[src/rtl/word_compressor_if.sv]
// Stream bundle between a word source, the word compressor and the beat sink.
// The slave modport is the compressor's view; the master modport is the source/sink side.
interface word_compressor_if #(
    parameter int WIDTH   = 32,
    parameter int O_WIDTH = 128,
    parameter int FILL_W  = 8
);
    logic               i_valid;
    logic               o_ready;
    logic [WIDTH-1:0]   i_data;
    logic               i_flush;
    logic               o_flush_ack;
    logic               o_valid;
    logic               i_ready;
    logic [O_WIDTH-1:0] o_data;
    logic               o_last;
    logic [FILL_W-1:0]  o_bits;

    modport slave (
        input  i_valid, i_data, i_flush, i_ready,
        output o_ready, o_flush_ack, o_valid, o_data, o_last, o_bits
    );

    modport master (
        output i_valid, i_data, i_flush, i_ready,
        input  o_ready, o_flush_ack, o_valid, o_data, o_last, o_bits
    );
endinterface

[src/rtl/word_compressor.sv]
// Dictionary-based word compressor: classifies each word against a 16-entry FIFO
// dictionary and packs variable-length codes LSB-first into 128-bit beats.
module word_compressor #(
    parameter int WIDTH       = 32,
    parameter int WORD        = 16,
    parameter int O_WIDTH     = 128,
    parameter int LENGTH_CODE = 2,
    parameter int LENGTH      = 6,
    parameter int FILL_W      = 8
) (
    input  logic              i_clk,
    input  logic              i_reset,
    word_compressor_if.slave  bus
);
    localparam int IDX_W  = $clog2(WORD);
    localparam int HALF   = WIDTH / 2;
    localparam int CODE_W = WIDTH + LENGTH_CODE;
    localparam int ACC_W  = O_WIDTH + CODE_W;
    localparam logic [FILL_W:0]   BEAT_BITS = (FILL_W+1)'(O_WIDTH);
    localparam logic [FILL_W-1:0] FULL_BITS = FILL_W'(O_WIDTH);

    typedef enum logic [1:0] {
        S_RUN   = 2'd0,
        S_FLUSH = 2'd1,
        S_ACK   = 2'd2
    } state_t;

    state_t               state_q, state_d;
    logic [ACC_W-1:0]     acc_q, acc_d;
    logic [FILL_W-1:0]    fill_q, fill_d;
    logic [O_WIDTH-1:0]   o_data_q, o_data_d;
    logic [FILL_W-1:0]    o_bits_q, o_bits_d;
    logic                 o_last_q, o_last_d;
    logic                 o_valid_q, o_valid_d;
    logic                 o_flush_ack_q, o_flush_ack_d;

    logic [WIDTH-1:0]     dict_q [WORD];
    logic [WORD-1:0]      dict_vld_q;

    logic [WORD-1:0]      full_vec_s, part_vec_s;
    logic [IDX_W-1:0]     full_idx_s, part_idx_s;
    logic [CODE_W-1:0]    code_bits_s;
    logic [LENGTH-1:0]    len_s;
    logic [ACC_W-1:0]     tmp_s;
    logic [FILL_W:0]      nf_s;
    logic                 ready_s;
    logic                 accept_s;
    logic                 push_s;
    logic                 clear_s;

    assign ready_s  = (state_q == S_RUN) && !bus.i_flush && (!o_valid_q || bus.i_ready);
    assign accept_s = bus.i_valid && ready_s;
    // Codes 01 and 11 both have bit 0 set and are exactly the ones that push.
    assign push_s   = accept_s && code_bits_s[0];

    assign tmp_s = acc_q | (ACC_W'(code_bits_s) << fill_q);
    assign nf_s  = {1'b0, fill_q} + {{(FILL_W+1-LENGTH){1'b0}}, len_s};

    assign bus.o_ready     = ready_s;
    assign bus.o_valid     = o_valid_q;
    assign bus.o_data      = o_data_q;
    assign bus.o_bits      = o_bits_q;
    assign bus.o_last      = o_last_q;
    assign bus.o_flush_ack = o_flush_ack_q;

    // Per-entry full and upper-half match flags against valid dictionary slots.
    always_comb begin
        full_vec_s = '0;
        part_vec_s = '0;
        for (int i = 0; i < WORD; i++) begin
            full_vec_s[i] = dict_vld_q[i] && (dict_q[i] == bus.i_data);
            part_vec_s[i] = dict_vld_q[i] && (dict_q[i][WIDTH-1:HALF] == bus.i_data[WIDTH-1:HALF]);
        end
    end

    // Lowest-index match wins: scan downward so the last hit kept is the lowest.
    always_comb begin
        full_idx_s = '0;
        part_idx_s = '0;
        for (int i = WORD - 1; i >= 0; i--) begin
            full_idx_s = full_vec_s[i] ? IDX_W'(i) : full_idx_s;
            part_idx_s = part_vec_s[i] ? IDX_W'(i) : part_idx_s;
        end
    end

    // Code selection with priority zero > full > partial > uncompressed.
    always_comb begin
        code_bits_s = {bus.i_data, 2'b01};
        len_s       = LENGTH'(CODE_W);
        if (bus.i_data == '0) begin
            code_bits_s = '0;
            len_s       = LENGTH'(LENGTH_CODE);
        end else if (|full_vec_s) begin
            code_bits_s = CODE_W'({full_idx_s, 2'b10});
            len_s       = LENGTH'(LENGTH_CODE + IDX_W);
        end else if (|part_vec_s) begin
            code_bits_s = CODE_W'({bus.i_data[HALF-1:0], part_idx_s, 2'b11});
            len_s       = LENGTH'(LENGTH_CODE + IDX_W + HALF);
        end else begin
            code_bits_s = {bus.i_data, 2'b01};
            len_s       = LENGTH'(CODE_W);
        end
    end

    // Next-state, packing and output-register logic.
    always_comb begin
        state_d       = state_q;
        acc_d         = acc_q;
        fill_d        = fill_q;
        o_data_d      = o_data_q;
        o_bits_d      = o_bits_q;
        o_last_d      = o_last_q;
        o_valid_d     = o_valid_q && !bus.i_ready;
        o_flush_ack_d = 1'b0;
        clear_s       = 1'b0;
        case (state_q)
            S_RUN: begin
                if (accept_s) begin
                    if (nf_s >= BEAT_BITS) begin
                        o_data_d  = tmp_s[O_WIDTH-1:0];
                        o_bits_d  = FULL_BITS;
                        o_last_d  = 1'b0;
                        o_valid_d = 1'b1;
                        acc_d     = tmp_s >> O_WIDTH;
                        fill_d    = FILL_W'(nf_s - BEAT_BITS);
                    end else begin
                        acc_d  = tmp_s;
                        fill_d = nf_s[FILL_W-1:0];
                    end
                    state_d = S_RUN;
                end else if (bus.i_flush) begin
                    state_d = S_FLUSH;
                end else begin
                    state_d = S_RUN;
                end
            end
            S_FLUSH: begin
                if (!o_valid_q || bus.i_ready) begin
                    if (fill_q != '0) begin
                        o_data_d  = acc_q[O_WIDTH-1:0];
                        o_bits_d  = fill_q;
                        o_last_d  = 1'b1;
                        o_valid_d = 1'b1;
                    end else begin
                        o_valid_d = 1'b0;
                    end
                    acc_d         = '0;
                    fill_d        = '0;
                    clear_s       = 1'b1;
                    o_flush_ack_d = 1'b1;
                    state_d       = S_ACK;
                end else begin
                    state_d = S_FLUSH;
                end
            end
            S_ACK: begin
                state_d = S_RUN;
            end
            default: begin
                state_d = S_RUN;
            end
        endcase
    end

    // State, accumulator and output registers.
    always_ff @(posedge i_clk or negedge i_reset) begin
        if (!i_reset) begin
            state_q       <= S_RUN;
            acc_q         <= '0;
            fill_q        <= '0;
            o_data_q      <= '0;
            o_bits_q      <= '0;
            o_last_q      <= 1'b0;
            o_valid_q     <= 1'b0;
            o_flush_ack_q <= 1'b0;
        end else begin
            state_q       <= state_d;
            acc_q         <= acc_d;
            fill_q        <= fill_d;
            o_data_q      <= o_data_d;
            o_bits_q      <= o_bits_d;
            o_last_q      <= o_last_d;
            o_valid_q     <= o_valid_d;
            o_flush_ack_q <= o_flush_ack_d;
        end
    end

    // FIFO dictionary: slot 0 newest, a push shifts everything up and evicts the top slot.
    always_ff @(posedge i_clk or negedge i_reset) begin
        if (!i_reset) begin
            dict_vld_q <= '0;
            for (int i = 0; i < WORD; i++) begin
                dict_q[i] <= '0;
            end
        end else if (clear_s) begin
            dict_vld_q <= '0;
        end else if (push_s) begin
            for (int i = WORD - 1; i > 0; i--) begin
                dict_q[i] <= dict_q[i-1];
            end
            dict_q[0]  <= bus.i_data;
            dict_vld_q <= {dict_vld_q[WORD-2:0], 1'b1};
        end
    end
endmodule

[src/flat_wrapper.sv]
// flat-port wrapper written by rule: the top's interface ports become plain ports
module word_compressor_flat 
#(
    parameter int WIDTH       = 32,
    parameter int WORD        = 16,
    parameter int O_WIDTH     = 128,
    parameter int LENGTH_CODE = 2,
    parameter int LENGTH      = 6,
    parameter int FILL_W      = 8
)
  (i_clk, i_reset, bus_i_valid, bus_i_data, bus_i_flush, bus_i_ready, bus_o_ready, bus_o_flush_ack, bus_o_valid, bus_o_data, bus_o_last, bus_o_bits);
  word_compressor_if #(.WIDTH(WIDTH), .O_WIDTH(O_WIDTH), .FILL_W(FILL_W)) bus_i ();
  input  logic i_clk;
  input  logic i_reset;
  input wire logic [$bits(bus_i.i_valid)-1:0] bus_i_valid;
  input wire logic [$bits(bus_i.i_data)-1:0] bus_i_data;
  input wire logic [$bits(bus_i.i_flush)-1:0] bus_i_flush;
  input wire logic [$bits(bus_i.i_ready)-1:0] bus_i_ready;
  output wire logic [$bits(bus_i.o_ready)-1:0] bus_o_ready;
  output wire logic [$bits(bus_i.o_flush_ack)-1:0] bus_o_flush_ack;
  output wire logic [$bits(bus_i.o_valid)-1:0] bus_o_valid;
  output wire logic [$bits(bus_i.o_data)-1:0] bus_o_data;
  output wire logic [$bits(bus_i.o_last)-1:0] bus_o_last;
  output wire logic [$bits(bus_i.o_bits)-1:0] bus_o_bits;
  assign bus_i.i_valid = bus_i_valid;
  assign bus_i.i_data = bus_i_data;
  assign bus_i.i_flush = bus_i_flush;
  assign bus_i.i_ready = bus_i_ready;
  assign bus_o_ready = bus_i.o_ready;
  assign bus_o_flush_ack = bus_i.o_flush_ack;
  assign bus_o_valid = bus_i.o_valid;
  assign bus_o_data = bus_i.o_data;
  assign bus_o_last = bus_i.o_last;
  assign bus_o_bits = bus_i.o_bits;
  word_compressor #(.WIDTH(WIDTH), .WORD(WORD), .O_WIDTH(O_WIDTH), .LENGTH_CODE(LENGTH_CODE), .LENGTH(LENGTH), .FILL_W(FILL_W)) u_core (.i_clk(i_clk), .i_reset(i_reset), .bus(bus_i));
endmodule
[config.mk]
export PLATFORM = sky130hd
export DESIGN_NAME = word_compressor_flat
export DESIGN_NICKNAME = d
export VERILOG_FILES = /design/src/rtl/word_compressor_if.sv /design/src/rtl/word_compressor.sv /design/src/flat_wrapper.sv
export SDC_FILE = /design/constraint.sdc
export NUM_CORES = 2
export LEC_CHECK = 0
export CAP_MARGIN = 20
export CORE_MARGIN = 3
export CORE_UTILIZATION = 45
export CTS_CLUSTER_DIAMETER = 40
export DETAILED_ROUTE_END_ITERATION = 6
export SYNTH_ARGS = -nofsm -noshare
export SYNTH_HDL_FRONTEND = slang
export SYNTH_SLANG_ARGS = --single-unit
[constraint.sdc]
create_clock -name i_clk -period 10.3 [get_ports i_clk]
set_input_delay 1.03 -clock i_clk [delete_from_list [all_inputs] [get_ports i_clk]]
set_output_delay 1.03 -clock i_clk [all_outputs]
set_load 0.005 [all_outputs]
==> impl_metrics.tcl <==
set metrics [dict create \
    first_iter_violations 4252 \
    p_int_w 0.00904 \
    rsz0062_at_grt "false" \
    dp.cells 6388 \
    cpMostUsedCell "buf_4" \
    synthAdderAreaFrac 0.00131 \
    ioPinCount 177 \
    root_buffer "clkbuf_16" \
    power_density_nw_per_um2 290 \
    gp_congestion 1.01 \
    synth_nets 5210 \
    crit_path_end_kind "flop" \
    worst_path_largest_cell_delay_ns 1.17 \
    report.final.slew_viol_count 0 \
    clk-insertion-delay-late_ns 0.75 \
    synth_commonest_cells "nand2_1 (1960), dfrtp_1 (837), xnor2_1 (342)" \
    ys.flop_type "dfrtp_1" \
    synth_top_family_by_area "simple AND/OR/NAND/NOR gates" \
    yosysMostFrequentCell "nand2_1" \
    grt-ovfl-total 0 \
    drt_wl_total_um 159000 \
    gr-usage-all-layers 0.307 \
    fp.dieH_um 318 \
    setup_violations 0 \
    htreeDepth 4 \
    yosys.area.top_type "dfrtp_1" \
    start_util 0.458 \
    ant_nets 0 \
    cp-startpoint "bus_i_data[9]" \
    hold_violations 0 \
    critPathBufInv 4 \
    port_buffers 176 \
    cts_inserted_buffers 134 \
    synth.area.mux_share 0.0176 \
    synth_compound_area_frac 0.103 \
    path_max_fanout 25 \
    grt_pass1_wl_um 240000 \
    cts_resized 0 \
    dieWidth_um 318 \
    synthTopCellsByArea "dfrtp_1 (48%), nand2_1 (17%), xnor2_1 (6.8%)" \
    tightest_slew_ns 1.38 \
    coreArea_sq_um 95700 \
    synth_top_area_share 0.478 \
    synth_edf_count 0 \
    synthesis.area_sq_um 43800 \
    routedWlPerCell_um 23.9 \
    hold_class "input port to asynchronous set/reset pin" \
    cts_hold_buffers 0 \
    setup_slack_ns 2.57 \
    netlist_instances 5169 \
    grt_pass1_vias 37352 \
    reg2reg_to "u_core.bus.o_data[121]$_DFFE_PN0P_" \
    ys_seq_elements 837 \
    place_ws_ns 2.01 \
    tns_ns 0 \
    cts.sinks 837 \
    cts_tree "yes" \
    num-fill-cells 8905 \
    clk_path_buf_depth 3 \
    sw_frac_of_total 0.396 \
    diodes 0 \
    drc 0 \
    yosys.area_share.simple 0.262 \
    async_reset_ff_frac 1.00 \
    vdd_drop_max_mv 0.158 \
    antenna_found_initial 0 \
    synth_xor_area_frac 0.103 \
    rows 113 \
    crit_path_top_delay_cell "clkdlybuf4s50_1" \
    period_share 0.750 \
    skew_ns 0.0277 \
    seq_area_frac_synth 0.478 \
    outcome "finished, final reports clean" \
    synth_warnings 0 \
    place_hpwl_um 108000 \
    p_leak_nw 24.5 \
    cp.required_ns 10.97 \
    layout.cells.non_filler 6641 \
    critPathArrivalTime_ns 8.39 \
    worstRegToRegCells 19 \
    dieArea_sq_um 101000 \
    p_seq_frac 0.345 \
    final_nets 5306 \
    postCtsSetupRepairBufs 0 \
    crit_end "u_core.bus.o_data[121]$_DFFE_PN0P_" \
    clk_pin_slew_ns 0.06 \
    crit_cells 20 \
    r2r_slack_ns 3.37 \
    drv_cap 0 \
    first_pass_iters 7 \
    synth.avg_cell_area_sq_um 8.48 \
    max_clock_freq_mhz 129 \
    routed_via_density 5.81 \
    pwr-share-comb 0.338 \
    start_kind "input port" \
    layout-drive-gt1-share 0.0809 \
    relSlewSlack 0.0804 \
    min_period_ns 7.73 \
    pwr-share-clk 0.317 \
    crit_chain "clkdlybuf4s50_1 > buf_4 > xor2_1 > nor4_1 > nand4_1 > or3_1 > o2111ai_1 > nor4_2 > buf_4 > and3_1 > ha_1 > and3_1 > o21a_1 > o21ai_0 > nor3_1 > nor2_1 > nand2_1 > buf_4 > nor2_1 > o2bb2ai_1" \
    ys_types 94 \
    whs_ns 0.352 \
    critPathKind "input port to flop" \
    vias 38574 \
    grt_max_degree 252 \
    area_growth_pct 17.9 \
    power.switching_w 0.00592 \
    critical-path-top-delay-family "simple AND/OR/NAND/NOR gates" \
    r2r-start "u_core.dict_q[244]$_DFFE_PN0P_" \
]
## cells by family (layout without fill, tap and decap cells)
kind of cell               count (synthesis)  in the layout
buffers and inverters                    368            575
AOI/OAI and AO/OA                        657            657
and+or+nand+nor                         2726           2726
DFF                                      837            837
muxes                                     64             64
xor gates and xnor gates                 513            513
adders and majority gates                  4              4
## state kept, by name (all words and copies together), names as in the netlist
| register | cells |
|---|---|
| u_core.acc_q | 162 |
| u_core.bus.o_bits | 8 |
| u_core.bus.o_data | 128 |
| u_core.bus.o_flush_ack | 1 |
| u_core.bus.o_last | 1 |
| u_core.bus.o_valid | 1 |
| u_core.dict_q | 512 |
| u_core.dict_vld_q | 16 |
| u_core.fill_q | 7 |
| u_core.state_q | 1 |
## cell type report
type	instances	area, sq um	share of cell area
Clock inverter	81	1040	0.0201
Multi-Input combinational cell	3964	21400	0.415
Timing Repair Buffer	296	2800	0.0542
Inverter	32	120	0.00233
Sequential cell	837	20900	0.406
Clock buffer	166	3720	0.0720
Tap cell	1265	1580	0.0306
## worst min path at each step
stage                                              endpoint                    startpoint  slack, ns  cells after the start
after floorplan            u_core.bus.o_data[0]$_DFFE_PN0P_   u_core.acc_q[0]$_DFFE_PN0P_       0.43                      2
after detailed placement  u_core.bus.o_data[60]$_DFFE_PN0P_  u_core.acc_q[60]$_DFFE_PN0P_       0.46                      2
final                     u_core.bus.o_data[11]$_DFFE_PN0P_                       i_reset       0.35                      1
after CTS                      u_core.acc_q[10]$_DFFE_PN0P_                       i_reset       0.36                      1
after global placement    u_core.bus.o_data[49]$_DFFE_PN0P_  u_core.acc_q[49]$_DFFE_PN0P_       0.46                      2
after global routing      u_core.bus.o_data[28]$_DFFE_PN0P_                       i_reset       0.41                      1
## per-layer routing
metal,global-route usage,wire [um],share of wire,up-vias
met5,0,0,0,-
met3,0.0550,11600,0.073,397
met4,0.149,8370,0.053,0
li1,-,-,-,17567
met2,0.473,71200,0.45,1716
met1,0.420,67500,0.43,18894
## layout by cell type (no fill, tap or decap), drive strengths merged, types with 38 or more instances in the layout
master / instances
xor2: 171
inv: 51
nor3: 64
dfrtp: 837
nand2: 1960
a211oi: 38
clkdlybuf4s50: 172
buf: 124
xnor2: 342
mux2i: 40
nor4: 77
o22ai: 38
nand3: 78
nor2: 265
a21oi: 99
o21ai: 167
clkbuf: 166
nand4: 124
## power by group through the flow
stage	clock (W)	sequential (W)	combinational (W)
global placement	0	0.00519	0.00491
detailed placement	0	0.00519	0.00496
floorplan	0	0.00485	0.00303
finish	0.00473	0.00516	0.00506
CTS	0.00481	0.00515	0.00498
global route	0.00496	0.00526	0.00545
## stage by stage
| step | utilization | cell area [sq um] | total power (W) |
|---|---|---|---|
| finish | 0.540 | 51700 | 0.0150 |
| global route | 0.540 | 51700 | 0.0157 |
| CTS | 0.539 | 51600 | 0.0149 |
| detailed placement | 0.489 | 46800 | 0.0101 |
| global placement | 0.489 | 46800 | 0.0101 |
| floorplan | - | 43800 | 0.00788 |
Power figures use the tool's default switching activity.
